**src/rtl/pkg_featureCache.sv**
```systemverilog
// Feature cache geometry and read-port bundle types.
package pkg_featureCache;

  localparam int ADDR_WIDTH = 6;
  localparam int WORDS      = 1 << ADDR_WIDTH;
  localparam int WORD_SIZE  = 16;

  typedef struct packed {
    logic [ADDR_WIDTH-1:0] raddr;
  } struct_featureCache_Read_In;

  typedef struct packed {
    logic [WORD_SIZE-1:0] rdata;
  } struct_featureCache_Read_Out;

endpackage

```
**src/rtl/feature_fetch_pkg.sv**
```systemverilog
// Feature fetch shared types: request length width and FSM states.
package pkg_featureFetch;
  import pkg_featureCache::*;

  localparam int LEN_WIDTH = ADDR_WIDTH + 1;

  typedef enum logic [1:0] {
    IDLE,
    FETCH,
    DRAIN
  } state_e;

endpackage

```
**src/rtl/feature_fetch_fifo.sv**
```systemverilog
// Synchronous FIFO buffering fetched words with their last flag.
module fetch_fifo #(
  parameter int W     = 17,
  parameter int DEPTH = 4
) (
  input  logic                     clk,
  input  logic                     rst,
  input  logic                     push,
  input  logic [W-1:0]             wdata,
  input  logic                     pop,
  output logic [W-1:0]             rdata,
  output logic                     empty,
  output logic [$clog2(DEPTH):0]   count
);

  localparam int AW = $clog2(DEPTH);

  logic [W-1:0] mem_q [DEPTH];
  logic [W-1:0] mem_d [DEPTH];
  logic [AW:0]  wp_q, wp_d;
  logic [AW:0]  rp_q, rp_d;
  logic         full;

  assign empty = (wp_q == rp_q);
  assign full  = (wp_q[AW] != rp_q[AW]) &&
                 (wp_q[AW-1:0] == rp_q[AW-1:0]);
  assign count = wp_q - rp_q;
  // Zero when empty so the output bus is clean out of reset.
  assign rdata = empty ? '0 : mem_q[rp_q[AW-1:0]];

  always_comb begin
    mem_d = mem_q;
    wp_d  = wp_q;
    rp_d  = rp_q;
    if (push && !full) begin
      mem_d[wp_q[AW-1:0]] = wdata;
      wp_d = wp_q + 1'b1;
    end
    if (pop && !empty) begin
      rp_d = rp_q + 1'b1;
    end
  end

  always_ff @(posedge clk) begin
    if (rst) begin
      wp_q <= '0;
      rp_q <= '0;
    end else begin
      wp_q <= wp_d;
      rp_q <= rp_d;
    end
  end

  always_ff @(posedge clk) begin
    mem_q <= mem_d;
  end

endmodule

```
**src/rtl/feature_fetch.sv**
```systemverilog
// Streams req_len cache words from req_base through a credit-limited FIFO.
// Optional FEATURE_FETCH_STATS_EN adds a saturating stall_cnt output.
module feature_fetch
  import pkg_featureCache::*;
  import pkg_featureFetch::*;
#(
  parameter int FIFO_DEPTH = 4
) (
  input  logic                        clk,
  input  logic                        rst,
  input  logic                        req_valid,
  output logic                        req_ready,
  input  logic [ADDR_WIDTH-1:0]       req_base,
  input  logic [LEN_WIDTH-1:0]        req_len,
  output struct_featureCache_Read_In  fcr_in,
  input  struct_featureCache_Read_Out fcr_out,
  output logic                        out_valid,
  input  logic                        out_ready,
  output logic [WORD_SIZE-1:0]        out_data,
  output logic                        out_last,
  output logic                        busy
`ifdef FEATURE_FETCH_STATS_EN
  ,
  output logic [31:0]                 stall_cnt
`endif
);

  localparam int CW = $clog2(FIFO_DEPTH) + 1;

  state_e                state_q, state_d;
  logic [ADDR_WIDTH-1:0] addr_q, addr_d;
  logic [LEN_WIDTH-1:0]  rem_q, rem_d;
  logic                  infl_q, infl_d;
  logic                  infl_last_q, infl_last_d;

  logic                  accept;
  logic                  issue;
  logic                  pop;
  logic                  f_empty;
  logic [CW-1:0]         f_count;
  logic [CW-1:0]         occ;
  logic [WORD_SIZE:0]    f_rdata;

  assign req_ready    = (state_q == IDLE) && !rst;
  assign accept       = req_valid && req_ready;
  assign busy         = (state_q != IDLE);
  assign fcr_in.raddr = addr_q;

  // Credit counts the read in flight so a push can never hit a full FIFO.
  assign occ   = f_count + CW'(infl_q);
  assign issue = (state_q == FETCH) && (occ < CW'(FIFO_DEPTH));

  assign out_valid = !f_empty;
  assign out_data  = f_rdata[WORD_SIZE-1:0];
  assign out_last  = f_rdata[WORD_SIZE];
  assign pop       = out_valid && out_ready;

  always_comb begin
    state_d     = state_q;
    addr_d      = addr_q;
    rem_d       = rem_q;
    infl_d      = issue;
    infl_last_d = issue && (rem_q == LEN_WIDTH'(1));
    unique case (state_q)
      IDLE: begin
        if (accept && (req_len != '0)) begin
          state_d = FETCH;
          addr_d  = req_base;
          rem_d   = req_len;
        end
      end
      FETCH: begin
        if (issue) begin
          addr_d = (addr_q == ADDR_WIDTH'(WORDS - 1)) ?
                   '0 : addr_q + 1'b1;
          rem_d  = rem_q - 1'b1;
          if (rem_q == LEN_WIDTH'(1)) state_d = DRAIN;
        end
      end
      DRAIN: begin
        if (pop && out_last) state_d = IDLE;
      end
      default: state_d = IDLE;
    endcase
  end

  always_ff @(posedge clk) begin
    if (rst) begin
      state_q     <= IDLE;
      addr_q      <= '0;
      rem_q       <= '0;
      infl_q      <= 1'b0;
      infl_last_q <= 1'b0;
    end else begin
      state_q     <= state_d;
      addr_q      <= addr_d;
      rem_q       <= rem_d;
      infl_q      <= infl_d;
      infl_last_q <= infl_last_d;
    end
  end

  fetch_fifo #(
    .W     (WORD_SIZE + 1),
    .DEPTH (FIFO_DEPTH)
  ) u_fifo (
    .clk   (clk),
    .rst   (rst),
    .push  (infl_q),
    .wdata ({infl_last_q, fcr_out.rdata}),
    .pop   (pop),
    .rdata (f_rdata),
    .empty (f_empty),
    .count (f_count)
  );

`ifdef FEATURE_FETCH_STATS_EN
  logic [31:0] stall_q, stall_d;

  always_comb begin
    stall_d = stall_q;
    if (out_valid && !out_ready && (stall_q != '1)) begin
      stall_d = stall_q + 1'b1;
    end
  end

  always_ff @(posedge clk) begin
    if (rst) stall_q <= '0;
    else     stall_q <= stall_d;
  end

  assign stall_cnt = stall_q;
`endif

endmodule

```
**config.mk**
```make
export PLATFORM = sky130hd
export DESIGN_NAME = feature_fetch
export DESIGN_NICKNAME = d
export VERILOG_FILES = /design/src/rtl/pkg_featureCache.sv /design/src/rtl/feature_fetch_pkg.sv /design/src/rtl/feature_fetch_fifo.sv /design/src/rtl/feature_fetch.sv
export SDC_FILE = /design/constraint.sdc
export NUM_CORES = 1
export LEC_CHECK = 0
export ABC_AREA = 1
export BUFFER_PORTS_ARGS = -buffer_cell sky130_fd_sc_hd__buf_4
export CAP_MARGIN = 10
export CORE_ASPECT_RATIO = 1.2
export CORE_MARGIN = 2
export CORE_UTILIZATION = 51
export CTS_BUF_LIST = sky130_fd_sc_hd__clkbuf_8 sky130_fd_sc_hd__clkbuf_16
export CTS_CLUSTER_DIAMETER = 100
export CTS_CLUSTER_SIZE = 10
export DETAILED_ROUTE_END_ITERATION = 10
export PLACE_DENSITY = 0.73
export SYNTH_ARGS = -nofsm -noshare
export SYNTH_HDL_FRONTEND = slang
export SYNTH_SLANG_ARGS = --single-unit
```
**constraint.sdc**
```tcl
create_clock -name clk -period 2.8 [get_ports clk]
set_input_delay 0.14 -clock clk [delete_from_list [all_inputs] [get_ports clk]]
set_output_delay 0.14 -clock clk [all_outputs]
set_load 0.01 [all_outputs]
```
==> results.txt, run 1 <==
Main synth FF type: edfxtp_1
Most frequent CP cell: inv_1
Synth top cells by count: 116 x nor2_1, 68 x edfxtp_1, 56 x nand2_1, 50 x o21ai_0, 34 x inv_1
Syn_nets: 492
Max Cap Violations: 0
Critical path launch point type: flip-flop
Outcome: finished clean
CP max-delay cell: clkinv_1
Crit. End Element: output port
WL/cell: 14.1 um
Cts bufs inserted: 9
RePlAce Congestion: 0.840
Total Routing Usage GR: 20.9%
Reg-to-Reg End: u_fifo.mem_q[25]
Ys Warns: 0
Endpoints failing setup: 0
Hold Crit Endpoint: fcr_in[1]
Die Ht: 103 um
Slew HR: 56.3%
Final layout net count: 570
Die area: 0.00896 mm2
Via count: 3244
Setup TNS: 0 ns
DP Area: 0.00475 mm2
CTS tree: yes
Clk slew on worst S/H paths: 0.08 ns
Clock sink count: 91
Grt ovf: 0
Hpwl dp: 5830 um
Layout cells sized above 1: 18.6%
Initial DRC count: 256
Post-synthesis register bit count: 91
Initial Utilization: 52.0%
Worst EP arrival: 2.36 ns
Net Sw Frac: 41.3%
Crit Reg-Reg Startpoint: u_fifo.wp_q[0]
Worst-case clock buffer depth: 2
Sequential Power Share: 37.0%
Hold Crit Class: input pin to flip-flop
Synth area leaders: edfxtp_1 49%, dfxtp_1 11%, nor2_1 10%, o21ai_0 6.0%, nand2_1 5.0%
Worst Clk Skew: 0.00800 ns
Skew-Pair Late Insertion Delay: 0.35 ns
Initial antenna violation count: 0
Crit path launch: u_fifo.wp_q[0]
Req. time, crit path: 2.66 ns
Post-CTS Setup Repair Bufs: 0
Critical Path Stages: 8
I/O Buffers: 58
Slew Viols, Final: 0
Share of the synthesized area in the top cell type: 48.7%
Chip width: 86.8 um
Most numerous cell in the Yosys netlist: nor2_1
Number of global-route vias before repair: 3104
Worst path cell trace: inv_1, ha_1, nand2_1, inv_1, nand3_1, clkinv_1, a21oi_1, buf_4
Drt pass-1 iters: 4
Comb power frac: 47.4%
Fin crit period: 2.50 ns
Sw Pwr: 1970 uW
Min-delay src: req_base[1]
Vias per inst: 5.18
Design area: 0.00508 mm2
First-pass GRT wire length: 14200 um
Dominant cell type by area after synthesis: edfxtp_1
# diodes: 0
Register area share after synthesis: 59.7%
Clk network pwr share: 15.6%
Num rows: 36
I/O Pins: 59
EDFF count, synth: 68
Max VDD drop: 0.000582 V
H-tree Lvls: 3
Pwr per Cell Area: 939 mW/mm2
# DRC: 0
Root Buffer: clkbuf_8
Hold Path Cell Cnt: 5
Worst Path Buf+Inv: 4
Fill count: 681
Synthesized area: 0.00419 mm2
Period utilization: 89.2%
Antenna-violating nets left: 0
Worst R2R Setup Slack: 0.75 ns
Unique masters post-synth: 30
Asr flop ratio synth: 0%
Gate Count Post-Synth: 448
Critical path fanouts, max: 17
Area grow syn2layout: 21.2%
Fmax achieved: 400 MHz
RSZ-0062 raised after global routing: false
Worst Reg-to-Reg Cells: 8
DRT Wirelength: 8810 um
Leak pwr: 0.00209 uW
Final Hold Fails: 0
Cts repair resizes: 0
Critical path class: flip-flop to output port
Internal power: 2800 uW
Largest delay share family, worst path: buffers and inverters
Worst slew pin tran: 0.656 ns
Core box area: 0.00806 mm2
Largest net degree at the start of global routing: 37
Max stage delay on crit path: 0.48 ns
Mean Syn Cell Area: 9.36 um2
[per-stage QoR]
step	instances	setup WS, ns	hold WS [ns]	total power, uW	util, %
detailed placement	593	0.655	0.344	4050	58.9
finish	626	0.303	0.117	4770	63.0
CTS	626	0.241	0.100	4810	63.0
global route	626	0.0844	0.133	5160	63.0
global placement	593	0.829	0.341	3960	58.9
floorplan	448	0.172	0.218	3300	-
[flip-flops by register name, summed over array words and instances, names as in the netlist]
register,flops
u_fifo.mem_q,68
rem_q,7
fcr_in,6
u_fifo.rp_q,3
u_fifo.wp_q,3
state_q,2
infl_last_q,1
infl_q,1
[metal layers]
metal	part of all wire (%)	GRT usage, %	vias to the layer above
met3	5.0	3.73	11
li1	-	-	1642
met1	42	24.3	1504
met2	52	37.9	87
met5	0	0	-
met4	1.3	9.01	0
[tightest hold or removal path: cells and delay by family]
family | cells | cell delay, ns
AND/OR/NAND/NOR | 4 | 0.22
buffers and inverters | 1 | 0.07
[placed cells by master (no fill, tap or decap), types with 3 or more instances in the layout]
cell type      netlist  routed
o21ai_0             50      50
clkbuf_8             0       9
dfxtp_1             23      23
nand2_2              8       8
nand2_1             56      56
nand3_1             16      16
xor2_1               3       3
inv_2                4       4
inv_1               34      36
clkinv_2             0       3
nor2_1             116     116
ha_1                11      11
a21oi_1             26      26
edfxtp_1            68      68
buf_4                2      64
dlygate4sd3_1        0      17
[area by class of cell]
type,count,area [um2],share of cell area (%)
clock buffer,9,124,2.44
clock inverter,7,37.5,0.739
inverter,39,146,2.88
multi-input combinational,302,1460,28.7
sequential,91,2500,49.3
tap,95,119,2.34
timing repair buffer,83,691,13.6
[power by group through the flow]
stage | Clock, uW | Sequential, uW | Combinational (uW)
after detailed placement | 0 | 1790 | 2250
after CTS | 767 | 1760 | 2280
after global routing | 817 | 1780 | 2560
final | 744 | 1760 | 2260
after global placement | 0 | 1780 | 2180
after floorplan | 0 | 1780 | 1520
[worst max path at each step]
stage	to	slack (ns)
3_5_place_dp	out_data[2]	0.65
6_report	out_data[2]	0.30
4_1_cts	out_data[2]	0.24
2_1_floorplan	u_fifo.mem_q[0]	0.17
3_3_place_gp	out_data[9]	0.83
5_1_grt	out_data[11]	0.08
[cells by family after synthesis]
group	after synthesis	share of synthesized area, %
compound gates	79	9.52
buf+inv	55	5.46
simple gates	208	21.2
xor+xnor	4	0.836
fa+ha+maj	11	3.28
flops	91	59.7
[repair_timing]
| item | in CTS | in global routing |
|---|---|---|
| endpoints found under the setup margin | 0 | 0 |
| hold buffers | 17 | 0 |
| endpoints found under the hold margin | 66 | 0 |
Power figures use the tool's default switching activity.
==> run 2, diff against run 1 <==
--- a/config.mk
+++ b/config.mk
@@ -5,7 +5,6 @@
 export SDC_FILE = /design/constraint.sdc
 export NUM_CORES = 1
 export LEC_CHECK = 0
-export ABC_AREA = 1
 export BUFFER_PORTS_ARGS = -buffer_cell sky130_fd_sc_hd__buf_4
 export CAP_MARGIN = 10
 export CORE_ASPECT_RATIO = 1.2
==> run 2 against run 1 <==
  * Critical path type is now flip-flop to flip-flop
  * Clock skew rose by 0.0023 ns
  * Utilization is 1.1 points higher
  * Area after synthesis is 5.5% lower
  * Synthesized cell count is 37% lower
  * Setup slack improved by 0.17 ns
==> results.txt, run 2 <==
Core box area: 0.00762 mm2 (was 0.00806 mm2)
Initial antenna violation count: 0 (unchanged)
Worst-case clock buffer depth: 2 (unchanged)
Chip width: 84.4 um (was 86.8 um)
Dominant cell type by area after synthesis: edfxtp_1 (unchanged)
Final Power: 2920 uW (was 4770 uW)
Register area share after synthesis: 63.2% (was 59.7%)
Skew-Pair Late Insertion Delay: 0.36 ns (was 0.35 ns)
Antenna-violating nets left: 0 (unchanged)
Worst EP arrival: 2.63 ns (was 2.36 ns)
Number of global-route vias before repair: 2522 (was 3104)
Critical path launch point type: flip-flop (unchanged)
Leak pwr: 0.00178 uW (was 0.00209 uW)
Grt ovf: 0 (unchanged)
Most frequent cells in the layout: 68 x buf_4, 68 x edfxtp_1, 23 x dfxtp_1 (was 116 x nor2_1, 68 x edfxtp_1, 64 x buf_4)
Initial DRC count: 100 (was 256)
Critical path fanouts, max: 8 (was 17)
Most numerous cell in the Yosys netlist: edfxtp_1 (was nor2_1)
Root Buffer: clkbuf_8 (unchanged)
WL met3: 360 um (was 444 um)
Max FFs per register: 68 (unchanged)
Final Hold Fails: 0 (unchanged)
Max VDD drop: 0.000288 V (was 0.000582 V)
Hpwl dp: 4930 um (was 5830 um)
Vias per inst: 5.48 (was 5.18)
Worst R2R Setup Slack: 0.47 ns (was 0.75 ns)
EDFF count, synth: 68 (unchanged)
Register with the most flip-flops: u_fifo.mem_q (unchanged)
Max Cap Violations: 0 (unchanged)
Total Routing Usage GR: 19.1% (was 20.9%)
Slew HR: 66.3% (was 56.3%)
Via count: 2531 (was 3244)
WL/cell: 16.8 um (was 14.1 um)
Worst slew pin tran: 0.505 ns (was 0.656 ns)
Pwr per Cell Area: 598 mW/mm2 (was 939 mW/mm2)
# DRC: 0 (unchanged)
Setup TNS: 0 ns (unchanged)
Hold Crit Class: input pin to flip-flop (unchanged)
Clock sink count: 91 (unchanged)
Unique masters post-synth: 47 (was 30)
Ys Warns: 0 (unchanged)
Met2 wire len: 4030 um (was 4560 um)
Main synth FF type: edfxtp_1 (unchanged)
Final layout net count: 409 (was 570)
RePlAce Congestion: 0.816 (was 0.840)
Fin crit period: 2.33 ns (was 2.50 ns)
Clk slew on worst S/H paths: 0.09 ns (was 0.08 ns)
Die Ht: 101 um (was 103 um)
Synthesized area: 0.00396 mm2 (was 0.00419 mm2)
Synth top cells by count: 68 x edfxtp_1, 23 x dfxtp_1, 22 x nand2_1, 21 x and2_1, 18 x nor2_1 (was 116 x nor2_1, 68 x edfxtp_1, 56 x nand2_1, 50 x o21ai_0, 34 x inv_1)
Layout cells sized above 1: 27.8% (was 18.6%)
H-tree Lvls: 3 (unchanged)
Top routing layer used: met4 (unchanged)
Gate Count Post-Synth: 284 (was 448)
Endpoints failing setup: 0 (unchanged)
Initial Utilization: 52.0% (about the same)
Post-placement cell count: 430 (was 593)
Largest net degree at the start of global routing: 27 (was 37)
# diodes: 0 (unchanged)
Period utilization: 83.2% (was 89.2%)
Outcome: finished clean (unchanged)
Req. time, crit path: 3.10 ns (was 2.66 ns)
DRT Wirelength: 7770 um (was 8810 um)
Critical path class: flip-flop to flip-flop (was flip-flop to output port)
CTS tree: yes (unchanged)
Drt pass-1 iters: 4 (unchanged)
I/O Pins: 59 (unchanged)
Worst Clk Skew: 0.0103 ns (was 0.00800 ns)
Fmax achieved: 429 MHz (was 400 MHz)
Fin cells: 462 (was 626)
DRT met1 WL: 3270 um (was 3690 um)
Asr flop ratio synth: 0% (unchanged)
Crit. End Element: flip-flop (was output port)
Syn_nets: 328 (was 492)
Post-synthesis register bit count: 91 (unchanged)
Area grow syn2layout: 23.3% (was 21.2%)
Num rows: 35 (was 36)
Share of the synthesized area in the top cell type: 51.6% (was 48.7%)
First-pass GRT wire length: 12300 um (was 14200 um)
Cts bufs inserted: 9 (unchanged)
Mean Syn Cell Area: 13.9 um2 (was 9.36 um2)
RSZ-0062 raised after global routing: false (unchanged)
Slew Viols, Final: 0 (unchanged)
Die area: 0.00849 mm2 (was 0.00896 mm2)
Cts repair resizes: 0 (unchanged)
Synth area leaders: edfxtp_1 52%, dfxtp_1 12%, mux4_2 9.7%, ha_1 3.5%, and2_1 3.3% (was edfxtp_1 49%, dfxtp_1 11%, nor2_1 10%, o21ai_0 6.0%, nand2_1 5.0%)
I/O Buffers: 58 (unchanged)
[run 2: cell families (layout without fill, tap and decap cells)]
kind of cell	Yosys count	count (layout)	share of synthesized area, %
compound gates	45	45	7.55
xor+xnor	7	7	1.90
fa+ha+maj	11	11	3.48
buf+inv	22	108	2.40
flops	91	91	63.2
mux	18	18	9.92
simple gates	90	90	11.6
[run 2: what timing repair did]
action | CTS | global route
hold endpoints to repair | 64 | 0
setup buffers | 0 | 0
hold buffers | 16 | 0
[run 2: worst max-delay path: stages (launching register included)]
cell and delay, ns:
dfxtp_1 0.35, inv_1 0.05, ha_1 0.32, ha_1 0.30, and3b_1 0.18, or4_4 0.43
and3_1 0.29, or2_0 0.24, a21oi_1 0.12
[run 2: final timing paths]
check                      start  cells after the start   endpoint
setup / recovery  u_fifo.rp_q[1]                      8   rem_q[2]
hold / removal       req_base[1]                      3  fcr_in[1]
setup reg to reg  u_fifo.rp_q[1]                      8   rem_q[2]
hold reg to reg         rem_q[6]                      2   rem_q[6]
[run 2: cell type report]
cell class	instances	area [um2]
clock buffers	9	124
clock inverters	7	76.3
fillers	600	2740
inverters	8	30.0
multi-input cells	171	1360
flip-flops and latches	91	2500
well taps	92	115
repair buffers	84	671
[run 2: layer usage]
| layer | vias to the layer above | track usage (%) |
|---|---|---|
| li1 | 1229 | - |
| met1 | 1232 | 22.7 |
| met2 | 62 | 34.1 |
| met3 | 8 | 4.83 |
| met4 | 0 | 6.35 |
| met5 | - | 0 |
[run 2: per-stage QoR]
step	util [%]	cell area (um2)	hold WS, ns	setup slack [ns]
after floorplan	-	3960	0.239	0.102
after global placement	59.3	4520	0.342	0.541
after detailed placement	59.3	4520	0.344	0.485
after CTS	64.1	4880	0.0548	0.472
final	64.1	4880	0.0703	0.470
after global routing	64.1	4880	0.0557	0.253
[run 2: report_power, final]
group | internal, uW | leakage [uW] | switching, uW
combinational | 259 | 0.000874 | 248
sequential | 1490 | 0.000802 | 38.2
clock | 420 | 0.000102 | 467
total | 2170 | 0.00178 | 753
